File: config.mk
export PLATFORM = sky130hd
export DESIGN_NAME = lsu
export DESIGN_NICKNAME = d
export VERILOG_FILES = /design/src/rtl/rv32i_pkg.sv /design/src/rtl/lsu_byte_lane.sv /design/src/rtl/lsu.sv
export SDC_FILE = /design/constraint.sdc
export NUM_CORES = 1
export LEC_CHECK = 0
export CAP_MARGIN = 30
export CORE_ASPECT_RATIO = 0.5
export CORE_MARGIN = 10
export CORE_UTILIZATION = 25
export CTS_BUF_LIST = sky130_fd_sc_hd__clkbuf_4 sky130_fd_sc_hd__clkbuf_8
export DETAILED_ROUTE_END_ITERATION = 16
export GPL_ROUTABILITY_DRIVEN = 0
export PLACE_DENSITY_LB_ADDON = 0.3
export SYNTH_ARGS = -nofsm -noshare
export SYNTH_HDL_FRONTEND = slang
export SYNTH_SLANG_ARGS = --single-unit
File: constraint.sdc
create_clock -name clk -period 4.4 [get_ports clk]
set_input_delay 0.88 -clock clk [delete_from_list [all_inputs] [get_ports clk]]
set_output_delay 0.88 -clock clk [all_outputs]
set_load 0.02 [all_outputs]
File: src/rtl/rv32i_pkg.sv
// Shared types and constants for the RV32I load/store path:
// LSU FSM state encoding, fun3 size/sign codes and the misalignment rule.
package rv32i_pkg;

    typedef enum logic [1:0] {
        IDLE = 2'd0,
        REQ  = 2'd1,
        WAIT = 2'd2,
        DONE = 2'd3
    } lsu_state_e;

    localparam logic [2:0] LS_B  = 3'b000;
    localparam logic [2:0] LS_H  = 3'b001;
    localparam logic [2:0] LS_W  = 3'b010;
    localparam logic [2:0] LS_BU = 3'b100;
    localparam logic [2:0] LS_HU = 3'b101;

    // size_bits is fun3[1:0]: 00 byte, 01 half, anything else is a word access.
    function automatic logic is_misaligned(input logic [1:0] size_bits, input logic [1:0] off);
        return ((size_bits == 2'b01) && off[0]) ||
               (size_bits[1] && (off != 2'b00));
    endfunction

endpackage

File: src/rtl/lsu_byte_lane.sv
// Combinational byte-lane logic: store data replication and byte mask,
// and load data alignment with sign/zero extension.
module lsu_byte_lane
    import rv32i_pkg::*;
(
    input  logic [2:0]  st_fun3_i,
    input  logic [1:0]  st_off_i,
    input  logic [31:0] st_data_i,
    input  logic [2:0]  ld_fun3_i,
    input  logic [1:0]  ld_off_i,
    input  logic [31:0] rdata_i,
    output logic [31:0] st_wdata_o,
    output logic [3:0]  st_wmask_o,
    output logic [31:0] ld_data_o
);

    logic [31:0] shifted;

    // NOTE: every output gets a default before the case so no path leaves it
    // unassigned; otherwise synthesis would infer a latch.
    always_comb begin
        st_wdata_o = st_data_i;
        st_wmask_o = 4'b1111;
        case (st_fun3_i)
            LS_B: begin
                st_wdata_o = {4{st_data_i[7:0]}};
                st_wmask_o = 4'b0001 << st_off_i;
            end
            LS_H: begin
                st_wdata_o = {2{st_data_i[15:0]}};
                st_wmask_o = 4'b0011 << {st_off_i[1], 1'b0};
            end
            default: ;
        endcase
    end

    always_comb begin
        shifted   = rdata_i >> {ld_off_i, 3'b000};
        ld_data_o = rdata_i;
        case (ld_fun3_i)
            LS_B:    ld_data_o = {{24{shifted[7]}}, shifted[7:0]};
            LS_H:    ld_data_o = {{16{shifted[15]}}, shifted[15:0]};
            LS_BU:   ld_data_o = {24'd0, shifted[7:0]};
            LS_HU:   ld_data_o = {16'd0, shifted[15:0]};
            default: ld_data_o = rdata_i;
        endcase
    end

endmodule

File: src/rtl/lsu.sv
// RV32I load/store unit: request/grant/response handshake to data memory.
// Optional macro LSU_MISALIGN_CHECK_EN rejects misaligned half/word accesses.
module lsu
    import rv32i_pkg::*;
#(
    parameter int ADDR_W = 32,
    parameter int DATA_W = 32
) (
    input  logic              clk,
    input  logic              rst,
    input  logic              load_i,
    input  logic              store_i,
    input  logic [2:0]        fun3,
    input  logic [ADDR_W-1:0] addr,
    input  logic [DATA_W-1:0] store_data,
    output logic [DATA_W-1:0] load_data,
    output logic              valid,
    output logic              load_control,
    output logic              misaligned,
    output logic              mem_req,
    output logic              mem_we,
    output logic [ADDR_W-1:0] mem_addr,
    output logic [DATA_W-1:0] mem_wdata,
    output logic [3:0]        mem_wmask,
    input  logic              mem_gnt,
    input  logic              mem_rvalid,
    input  logic [DATA_W-1:0] mem_rdata
);

    lsu_state_e        state_q;
    logic [2:0]        fun3_q;
    logic [1:0]        off_q;
    logic [DATA_W-1:0] load_data_q;
    logic              valid_q;
    logic              load_control_q;
    logic              misaligned_q;
    logic              mem_req_q;
    logic              mem_we_q;
    logic [ADDR_W-1:0] mem_addr_q;
    logic [DATA_W-1:0] mem_wdata_q;
    logic [3:0]        mem_wmask_q;

    logic [DATA_W-1:0] st_wdata;
    logic [3:0]        st_wmask;
    logic [DATA_W-1:0] ld_data;
    logic              access_bad;

`ifdef LSU_MISALIGN_CHECK_EN
    assign access_bad = is_misaligned(fun3[1:0], addr[1:0]);
`else
    assign access_bad = 1'b0;
`endif

    // Store lanes come from the live request; load lanes from the captured one.
    lsu_byte_lane u_lane (
        .st_fun3_i  (fun3),
        .st_off_i   (addr[1:0]),
        .st_data_i  (store_data),
        .ld_fun3_i  (fun3_q),
        .ld_off_i   (off_q),
        .rdata_i    (mem_rdata),
        .st_wdata_o (st_wdata),
        .st_wmask_o (st_wmask),
        .ld_data_o  (ld_data)
    );

    // NOTE: sequential state uses non-blocking assignments so every register
    // samples pre-edge values regardless of statement order.
    always_ff @(posedge clk) begin
        if (rst) begin
            state_q        <= IDLE;
            fun3_q         <= 3'b000;
            off_q          <= 2'b00;
            load_data_q    <= '0;
            valid_q        <= 1'b0;
            load_control_q <= 1'b0;
            misaligned_q   <= 1'b0;
            mem_req_q      <= 1'b0;
            mem_we_q       <= 1'b0;
            mem_addr_q     <= '0;
            mem_wdata_q    <= '0;
            mem_wmask_q    <= 4'b0000;
        end else begin
            load_control_q <= 1'b0;
            misaligned_q   <= 1'b0;
            case (state_q)
                IDLE: begin
                    if (load_i || store_i) begin
                        if (access_bad) begin
                            misaligned_q <= 1'b1;
                        end else begin
                            state_q     <= REQ;
                            mem_req_q   <= 1'b1;
                            valid_q     <= 1'b1;
                            mem_we_q    <= ~load_i;   // load wins a double strobe
                            mem_addr_q  <= {addr[ADDR_W-1:2], 2'b00};
                            mem_wdata_q <= st_wdata;
                            mem_wmask_q <= st_wmask;
                            fun3_q      <= fun3;
                            off_q       <= addr[1:0];
                        end
                    end
                end
                REQ: begin
                    if (mem_gnt) begin
                        mem_req_q <= 1'b0;
                        if (mem_we_q) begin
                            state_q <= IDLE;
                            valid_q <= 1'b0;
                        end else if (mem_rvalid) begin
                            state_q        <= DONE;
                            valid_q        <= 1'b0;
                            load_control_q <= 1'b1;
                            load_data_q    <= ld_data;
                        end else begin
                            state_q <= WAIT;
                        end
                    end
                end
                WAIT: begin
                    if (mem_rvalid) begin
                        state_q        <= DONE;
                        valid_q        <= 1'b0;
                        load_control_q <= 1'b1;
                        load_data_q    <= ld_data;
                    end
                end
                DONE:    state_q <= IDLE;
                default: state_q <= IDLE;
            endcase
        end
    end

    assign load_data    = load_data_q;
    assign valid        = valid_q;
    assign load_control = load_control_q;
    assign misaligned   = misaligned_q;
    assign mem_req      = mem_req_q;
    assign mem_we       = mem_we_q;
    assign mem_addr     = mem_addr_q;
    assign mem_wdata    = mem_wdata_q;
    assign mem_wmask    = mem_wmask_q;

endmodule

==> impl_metrics.yaml, run 1 <==
outcome:
  outcome: "completed"
sta:
  max_freq_ghz: 0.384
  finalHoldViolations: 0
  maxSlewViolCount: 0
  relSlewSlack_pct: 41.5
  setup_viol: 0
  skew_ps: 16.0
  min_period_over_period_pct: 59.2
  rsz0062_at_grt: "false"
  finalCriticalPeriod_ps: 2600
  tightest_slew_ps: 877
  worst_slack_ps: 1800
  tns_ps: 0
floorplan:
  ioPinCount: 210
  start_util_pct: 25.5
  core_region_area_um2: 19500
  dieArea_um2: 26300
  rows: 36
  die_h_um: 120
  die_w_um: 220
hold_path:
  min_to: "mem_addr[20]"
  hold_depth: 2
  hp-class: "flip-flop to flip-flop"
  hold_path.startpoint: "mem_addr[20]"
yosys:
  ys.flop_type: "dfxtp_1"
  syn_inst: 596
  yosys.area.top_type: "dfxtp_1"
  yosys.cell_types.count: 46
  ys_seq_area_share_pct: 43.8
  synth_edf_count: 0
  syn_avg_cell_area_um2: 8.35
  syn-cell-area_um2: 4980
  synth_top_area_share_pct: 43.8
  synth.most_common_cell: "nand2_1"
  yosysWarnings: 0
  async_flop_share_pct: 0
  synthTopCellsByCount: "nand2_1, dfxtp_1, a21oi_1"
  synthTopCellsByArea: "dfxtp_1, mux2i_1, nand2_1, a21oi_1, clkbuf_1"
  ys_seq_elements: 109
global_route:
  grt_first_pass_wirelength_mm: 28.4
  grt_pass1_vias: 4772
  antenna_found_initial: 0
  grt_max_degree: 69
  overflow: 0
  grt_usage_pct: 13.6
setup_path:
  r2r_end: "load_data[11]"
  path_depth: 4
  r2r_cells: 5
  path_buf_inv: 1
  crit_type: "input port to flip-flop"
  slowest_delay_ps: 820
  worstSetupEndpointType: "flip-flop"
  reg2reg_from: "off_q[0]"
  rrSetupSlack_ps: 2020
  start_kind: "input port"
  crit_path_top_delay_cell: "nor3_2"
  cp_max_fo: 13
  cp.arrival_ps: 2900
  required_ps: 4700
  cp_top_family: "simple AND/OR/NAND/NOR gates"
  path_cells: "clkdlybuf4s50_1 > nor3_2 > mux2i_1 > a211oi_1"
route:
  vias: 4840
  first_pass_iters: 6
  drtAntennaViolNets: 0
  wl_met3_mm: 1.00
  wl_per_cell_um: 17.6
  viasPerCell: 4.64
  drc: 0
  highest_layer: "met4"
  wl_met1_mm: 7.87
  met2_length_mm: 9.16
  drt_wl_total_mm: 18.3
  drtIter0Drc: 313
placed_design:
  port-buffer-count: 206
  place_ws_ps: 1350
  place_hpwl_mm: 13.7
finish:
  drive_gt1_share_pct: 4.64
  area_growth_pct: 49.7
  antenna_cells: 0
  layout.nets: 880
  n_fill_cell: 2011
clock_tree:
  worstSkewPairLatency_ps: 380
  tritoncts: "yes"
  cts_max_level: 3
  cts_hold_buffers: 0
  post_cts_resized: 0
  numCtsBuffers: 9
  post_cts.repair.setup_buffers: 0
  cts-root-buf: "clkbuf_8"
  cts_sinks: 109
  max-clock-path-buffers: 2
  clkTransAtPathRegs_ps: 110
power:
  p_leak_nw: 2.61
  power_frac_clock_pct: 19.4
  power_switching_mw: 1.29
  p_int_mw: 2.07
  p_seq_share_pct: 38.5
  ir_drop_v: 0.000173
  swShare_pct: 38.3
  power.share.combinational_pct: 42.2
  power-per-cell-area_nw_per_um2: 451
run:
  cap_violations: 0
==> registers in the layout, indices dropped and copies added, names as in the netlist, named ones only <==
register,cells
load_data,32
mem_req,1
mem_addr,30
mem_wdata,32
mem_we,1
mem_wmask,4
valid,1
state_q,1
off_q,2
load_control,1
fun3_q,3
==> worst reg2reg max path, cell delays in order (launching register included) <==
cell and delay [ps]:
dfxtp_1 680, buf_8 250, mux2i_1 280, o22ai_1 150
nor3_1 620, a2111oi_0 240
==> layer usage <==
layer,up-vias,track usage [%]
met5,-,0
met4,0,3.64
met3,17,3.56
met2,127,23.4
met1,2273,16.5
li1,2423,-
==> cell families (layout without fill, tap and decap cells) <==
group	Yosys count	count (layout)	synth area share [%]
compound gates	163	163	20.8
mux	52	52	10.7
buf+inv	58	236	5.20
simple gates	209	209	18.3
flops	109	109	43.8
other cells	1	3	0.0753
fa+ha+maj	4	4	1.01
==> metrics by stage <==
stage	instances	utilization, %	hold slack (ps)	total power, mW	area [µm²]
floorplan	598	-	454	2.11	4980
detailed placement	1026	37.2	446	2.75	7250
CTS	1042	38.2	463	3.42	7450
finish	1042	38.2	458	3.36	7450
global placement	1024	36.9	442	2.73	7200
global route	1042	38.2	476	3.59	7450
==> worst max path at each step <==
| stage | start | end |
|---|---|---|
| floorplan | mem_gnt | load_data[30] |
| global placement | fun3[0] | mem_wdata[15] |
| detailed placement | fun3[0] | mem_wdata[8] |
| CTS | fun3[0] | mem_wdata[8] |
| global route | fun3[0] | mem_wdata[14] |
| finish | fun3[0] | mem_wdata[12] |
==> cells in the final DEF, fill, tap and decap left out, types with 2 or more instances in the layout <==
| cell | instances |
|---|---|
| a2111oi_0 | 7 |
| a211oi_1 | 9 |
| a21oi_1 | 65 |
| a2bb2oi_1 | 7 |
| a311oi_1 | 10 |
| and2_1 | 16 |
| buf_4 | 8 |
| clkbuf_8 | 9 |
| clkdlybuf4s50_1 | 205 |
| conb_1 | 3 |
| dfxtp_1 | 109 |
| ha_1 | 4 |
| inv_1 | 5 |
| mux2i_1 | 50 |
| nand2_1 | 131 |
| nand2b_1 | 2 |
| nand3_1 | 2 |
| nor2_1 | 34 |
| nor2b_1 | 5 |
| nor3_1 | 4 |
| nor3b_1 | 7 |
| o211ai_1 | 11 |
| o21ai_0 | 29 |
| o221ai_1 | 7 |
| o2bb2ai_1 | 7 |
==> power groups by stage <==
stage                     sequential, mW  clock, mW  combinational (mW)
after floorplan                     1.49          0               0.614
after global placement              1.32          0                1.41
after detailed placement            1.32          0                1.43
after CTS                           1.30      0.687                1.44
after global routing                1.32      0.726                1.55
final                               1.29      0.651                1.42
==> layout make-up <==
cell class	instances	area, µm²	share of cell area [%]
multi-input cells	431	2560	34.3
flip-flops and latches	109	2180	29.3
repair buffers	215	2150	28.9
well taps	266	333	4.47
clock buffers	10	131	1.76
clock inverters	6	71.3	0.957
inverters	5	18.8	0.252
Note: power is estimated with default switching activity, not from simulation.
==> inputs of run 2 (changes only) <==
Clock period 4.4 ns to 2.3 ns, I/O delays scaled along.
==> run 2 against run 1 <==
Net effect: die area unchanged; global-route usage is 0.48 points higher; critical path type unchanged; setup slack worse by 1600 ps; flip-flop and latch count unchanged; non-clock buffer count grew 14; largest power group unchanged; highest routed layer unchanged; core utilization up 0.74 points; sequential power up 91%; clock skew shrank 6.4 ps; register-to-register slack worse by 1700 ps.
==> impl_metrics.yaml, run 2 (synthesized netlist as in run 1, its figures left out) <==
route:
  vias: 4929
  wl_per_cell_um: 17.9
  drt_wl_total_mm: 18.9
  drtIter0Drc: 322
  drtAntennaViolNets: 0
  first_pass_iters: 5
  viasPerCell: 4.66
  drc: 0
global_route:
  grt_first_pass_wirelength_mm: 29.3
  overflow: 0
  grt_pass1_vias: 4934
  grt_usage_pct: 14.1
  antenna_found_initial: 1
  grt_max_degree: 45
finish:
  final_util_pct: 38.9
  drive_gt1_share_pct: 6.58
  n_fill_cell: 1968
  layout_commonest_cell: "clkdlybuf4s50_1"
  final_cell_mix: "clkdlybuf4s50_1, nand2_1, dfxtp_1"
  layout.nets: 894
  area_growth_pct: 52.6
clock_tree:
  tritoncts: "yes"
  max-clock-path-buffers: 2
  clkTransAtPathRegs_ps: 110
  cts_max_level: 3
  worstSkewPairLatency_ps: 390
  cts-root-buf: "clkbuf_8"
  cts_hold_buffers: 0
  numCtsBuffers: 9
  cts_sinks: 109
floorplan:
  dieArea_um2: 26300
  die_w_um: 220
  rows: 36
  die_h_um: 120
  ioPinCount: 210
  start_util_pct: 25.5
  core_region_area_um2: 19500
setup_path:
  r2r_cells: 7
  slowest_delay_ps: 640
  path_cells: "clkdlybuf4s50_1 > mux2i_1 > mux4_2 > or4b_4 > o21ai_0"
  required_ps: 2620
  r2r_end: "load_data[8]"
  start_kind: "input port"
  crit_path_top_delay_cell: "or4b_4"
  cp_max_fo: 16
  rrSetupSlack_ps: 290
  worstSetupEndpointType: "flip-flop"
  reg2reg_from: "state_q[0]"
  cp.arrival_ps: 2400
  crit_type: "input port to flip-flop"
power:
  p_int_mw: 4.14
  power_switching_mw: 2.51
  power_mw: 6.65
  ir_drop_v: 0.000328
  power-per-cell-area_nw_per_um2: 875
  swShare_pct: 37.8
  p_leak_nw: 2.69
  power_frac_clock_pct: 20.3
  p_seq_share_pct: 37.2
  power.share.combinational_pct: 42.5
sta:
  tightest_slew_ps: 829
  rsz0062_at_grt: "false"
  finalHoldViolations: 0
  max_freq_ghz: 0.480
  setup_viol: 0
  skew_ps: 9.63
  finalCriticalPeriod_ps: 2080
  min_period_over_period_pct: 90.5
  worst_slack_ps: 218
  maxSlewViolCount: 0
  relSlewSlack_pct: 44.7
hold_path:
  hold_depth: 2
  hp-class: "flip-flop to flip-flop"
  min_to: "mem_addr[15]"
  hold_path.startpoint: "mem_addr[15]"
run:
  cap_violations: 0
placed_design:
  port-buffer-count: 206
  place_hpwl_mm: 14.4
  place_ws_ps: -166
outcome:
  outcome: "completed"
==> run 2: cell types whose count changed in the layout (fill, tap and decap cells not counted), sizes merged <==
cell	previous run	this run
buf	10	24
clkinv	2	3
clkbuf	10	9
clkinvlp	1	0
bufinv	1	2
diode	0	1
==> run 2: worst max-delay path by stage <==
stage                             start             to  slack (ps)  cells after the start
after floorplan               flip-flop  load_data[30]         310                      8
after global placement    mem_rdata[31]  load_data[20]        -110                      5
after detailed placement  mem_rdata[31]  load_data[21]        -170                      5
after CTS                     flip-flop  load_data[11]         120                      6
after global routing         state_q[0]  load_data[11]          80                      7
final                     mem_rdata[31]  load_data[21]         220                      5
==> run 2: timing repair <==
item / CTS / global route
endpoints found under the setup margin: 0 / 7
setup buffers: 0 / 0
resized for setup: 0 / 2
==> run 2: metrics by stage <==
stage,setup TNS [ps],cell area (µm²),cells,hold slack [ps]
2_1_floorplan,0,4980,598,454
3_3_place_gp,-1950,7360,1040,439
3_5_place_dp,-3250,7360,1040,446
4_1_cts,0,7580,1056,456
5_1_grt,0,7590,1057,476
6_report,0,7590,1057,459
==> run 2: cell type report <==
class                   instances  area [µm²]  share of cell area, %
flip-flops and latches        109        2180                   28.7
repair buffers                229        2270                   29.9
well taps                     266         333                   4.38
clock inverters                 7        96.3                   1.27
inverters                       5        18.8                  0.247
clock buffers                   9         124                   1.63
multi-input cells             431        2570                   33.8
diodes                          1        2.50                 0.0330
==> run 2: per-layer routing <==
layer	part of all wire, %	wire, µm	vias up	global-route usage [%]
met5	0	0	-	0
li1	-	-	2459	-
met1	43	8070	2338	16.7
met3	4.9	924	14	3.56
met4	1.3	240	0	3.73
met2	51	9700	118	24.9
==> run 2: power by group through the flow <==
stage                     clock network [mW]  logic, mW  registers (mW)
after detailed placement                   0       2.86            2.52
after CTS                               1.41       2.87            2.48
after floorplan                            0       1.17            2.85
final                                   1.35       2.82            2.47
after global routing                    1.48       3.07            2.53
after global placement                     0       2.83            2.50
==> run 2: worst max-delay path, delay by kind of cell <==
family	cells	cell delay (ps)
muxes	2	610
AOI/OAI and AO/OA	1	120
and+or+nand+nor	1	640
buffers and inverters	1	560
==> inputs of run 3 (changes only) <==
Settings changed: ABC_AREA set to 1.
==> run 3 against run 2 <==
Net effect: sequential share of layout area about the same; largest power group unchanged; power shrank 7.8%; critical endpoint is now load_data[23]; non-clock buffer count down 8; synthesized cell count grew 23%.
==> impl_metrics.yaml, run 3 <==
outcome:
  outcome: "completed"
yosys:
  yosys.area.top_type: "dfxtp_1"
  yosysWarnings: 0
  synth.most_common_cell: "nand2_1"
  syn-cell-area_um2: 5110
  syn_inst: 733
  synthTopCellsByArea: "dfxtp_1, nand2_1, o21ai_0, nor2_1, nand3_1"
  yosys.cell_types.count: 32
  synthTopCellsByCount: "nand2_1, nor2_1, dfxtp_1"
  syn_avg_cell_area_um2: 6.98
  ys_seq_area_share_pct: 42.7
  async_flop_share_pct: 0
  synth_top_area_share_pct: 42.7
  ys_seq_elements: 109
  ys.flop_type: "dfxtp_1"
  synth_edf_count: 0
floorplan:
  dieArea_um2: 26900
  rows: 36
  start_util_pct: 25.9
  die_h_um: 121
  core_region_area_um2: 19800
  ioPinCount: 210
  die_w_um: 222
finish:
  layout_commonest_cell: "clkdlybuf4s50_1"
  final_util_pct: 38.4
  multi_input_area_um2: 2450
  area_growth_pct: 48.5
  layout.nets: 1027
  seq_area_um2: 2180
  drive_gt1_share_pct: 7.48
  final_cell_mix: "clkdlybuf4s50_1, nand2_1, nor2_1"
  n_fill_cell: 2097
route:
  drc: 0
  first_pass_iters: 5
  vias: 5394
  drt_wl_total_mm: 18.9
  drtIter0Drc: 358
  drtAntennaViolNets: 0
  wl_per_cell_um: 15.9
  viasPerCell: 4.53
global_route:
  antenna_found_initial: 1
  grt_max_degree: 50
  overflow: 0
  grt_pass1_vias: 5180
  grt_usage_pct: 13.5
  grt_first_pass_wirelength_mm: 29.5
clock_tree:
  worstSkewPairLatency_ps: 400
  post_cts_resized: 0
  max-clock-path-buffers: 2
  cts_sinks: 109
  clkTransAtPathRegs_ps: 120
  cts-root-buf: "clkbuf_8"
  post_cts.repair.setup_buffers: 0
  cts_hold_buffers: 0
  numCtsBuffers: 9
  tritoncts: "yes"
  cts_max_level: 3
sta:
  relSlewSlack_pct: 61.2
  min_period_over_period_pct: 82.2
  rsz0062_at_grt: "false"
  finalCriticalPeriod_ps: 1890
  skew_ps: 18.2
  finalHoldViolations: 0
  tightest_slew_ps: 581
  maxSlewViolCount: 0
  setup_viol: 0
  max_freq_ghz: 0.529
  tns_ps: 0
setup_path:
  cp_max_fo: 2
  path_cells: "clkdlybuf4s50_1"
  cp.arrival_ps: 1430
  crit_type: "flip-flop to output pin"
  cp_top_family: "buffers and inverters"
  worstSetupEndpointType: "output pin"
  crit_path_top_delay_cell: "clkdlybuf4s50_1"
  slowest_delay_ps: 630
  required_ps: 1840
  start_kind: "flip-flop"
  path_buf_inv: 1
power:
  power_mw: 6.13
  power-per-cell-area_nw_per_um2: 807
  ir_drop_v: 0.000262
  p_leak_nw: 3.10
hold_path:
  hp-class: "flip-flop to flip-flop"
placed_design:
  place_hpwl_mm: 14.6
  port-buffer-count: 206
run:
  cap_violations: 0
[run 3: changes by cell type after synthesis, moves of 18 or more]
cell	previous run	this run
a31oi_1	0	18
a21oi_1	65	47
nand3_1	2	52
o21ai_0	29	86
nor2_1	35	110
inv_1	5	49
clkbuf_1	39	20
mux2i_1	50	0
nand2_1	131	156
[run 3: logic make-up after synthesis]
logic type               count (synthesis)  share of synthesized area (%)
AO/OA/AOI/OAI                          176                           18.8
other                                    1                         0.0733
buffers and inverters                  105                           9.54
flip-flops                             109                           42.7
adder cells (fa/ha/maj)                  4                          0.979
AND/OR/NAND/NOR                        338                           27.9
[run 3: area by class of cell]
| type | instances | area share, % |
|---|---|---|
| Clock buffer | 10 | 1.81 |
| Tap cell | 266 | 4.38 |
| Inverter | 56 | 2.80 |
| Antenna cell | 1 | 0.0329 |
| Sequential cell | 109 | 28.7 |
| Timing Repair Buffer | 221 | 29.2 |
| Multi-Input combinational cell | 521 | 32.3 |
| Clock inverter | 6 | 0.708 |
[run 3: path summary, 6_finish.rpt]
check	start	endpoint	slack, ps	cells past startpoint
worst max-delay path	load_data[23]	load_data[23]	410	1
worst min-delay path	mem_wdata[3]	mem_wdata[3]	470	2
worst max register to register	state_q[0]	mem_wdata[16]	560	7
worst min register to register	mem_wdata[3]	mem_wdata[3]	470	2
[run 3: per-layer routing]
metal  vias to the layer above  share of wire (%)  GRT usage (%)
met3                        12                4.7           3.49
li1                       2754                  -              -
met1                      2509                 42           15.6
met2                       119                 52           24.7
met5                         -                  0              0
met4                         0                1.1           3.13
[run 3: power by group]
part	internal, mW	switching (mW)
logic	1.09	1.47
clock network	0.446	0.739
registers	2.20	0.188
[run 3: stage by stage]
step                area (µm²)  std cells  hold WS [ps]  setup WS (ps)
global placement          7400       1173           452            263
floorplan                 5120        735           456            817
global route              7590       1190           498            331
detailed placement        7400       1173           457            197
CTS                       7590       1189           475            377
finish                    7590       1190           473            409
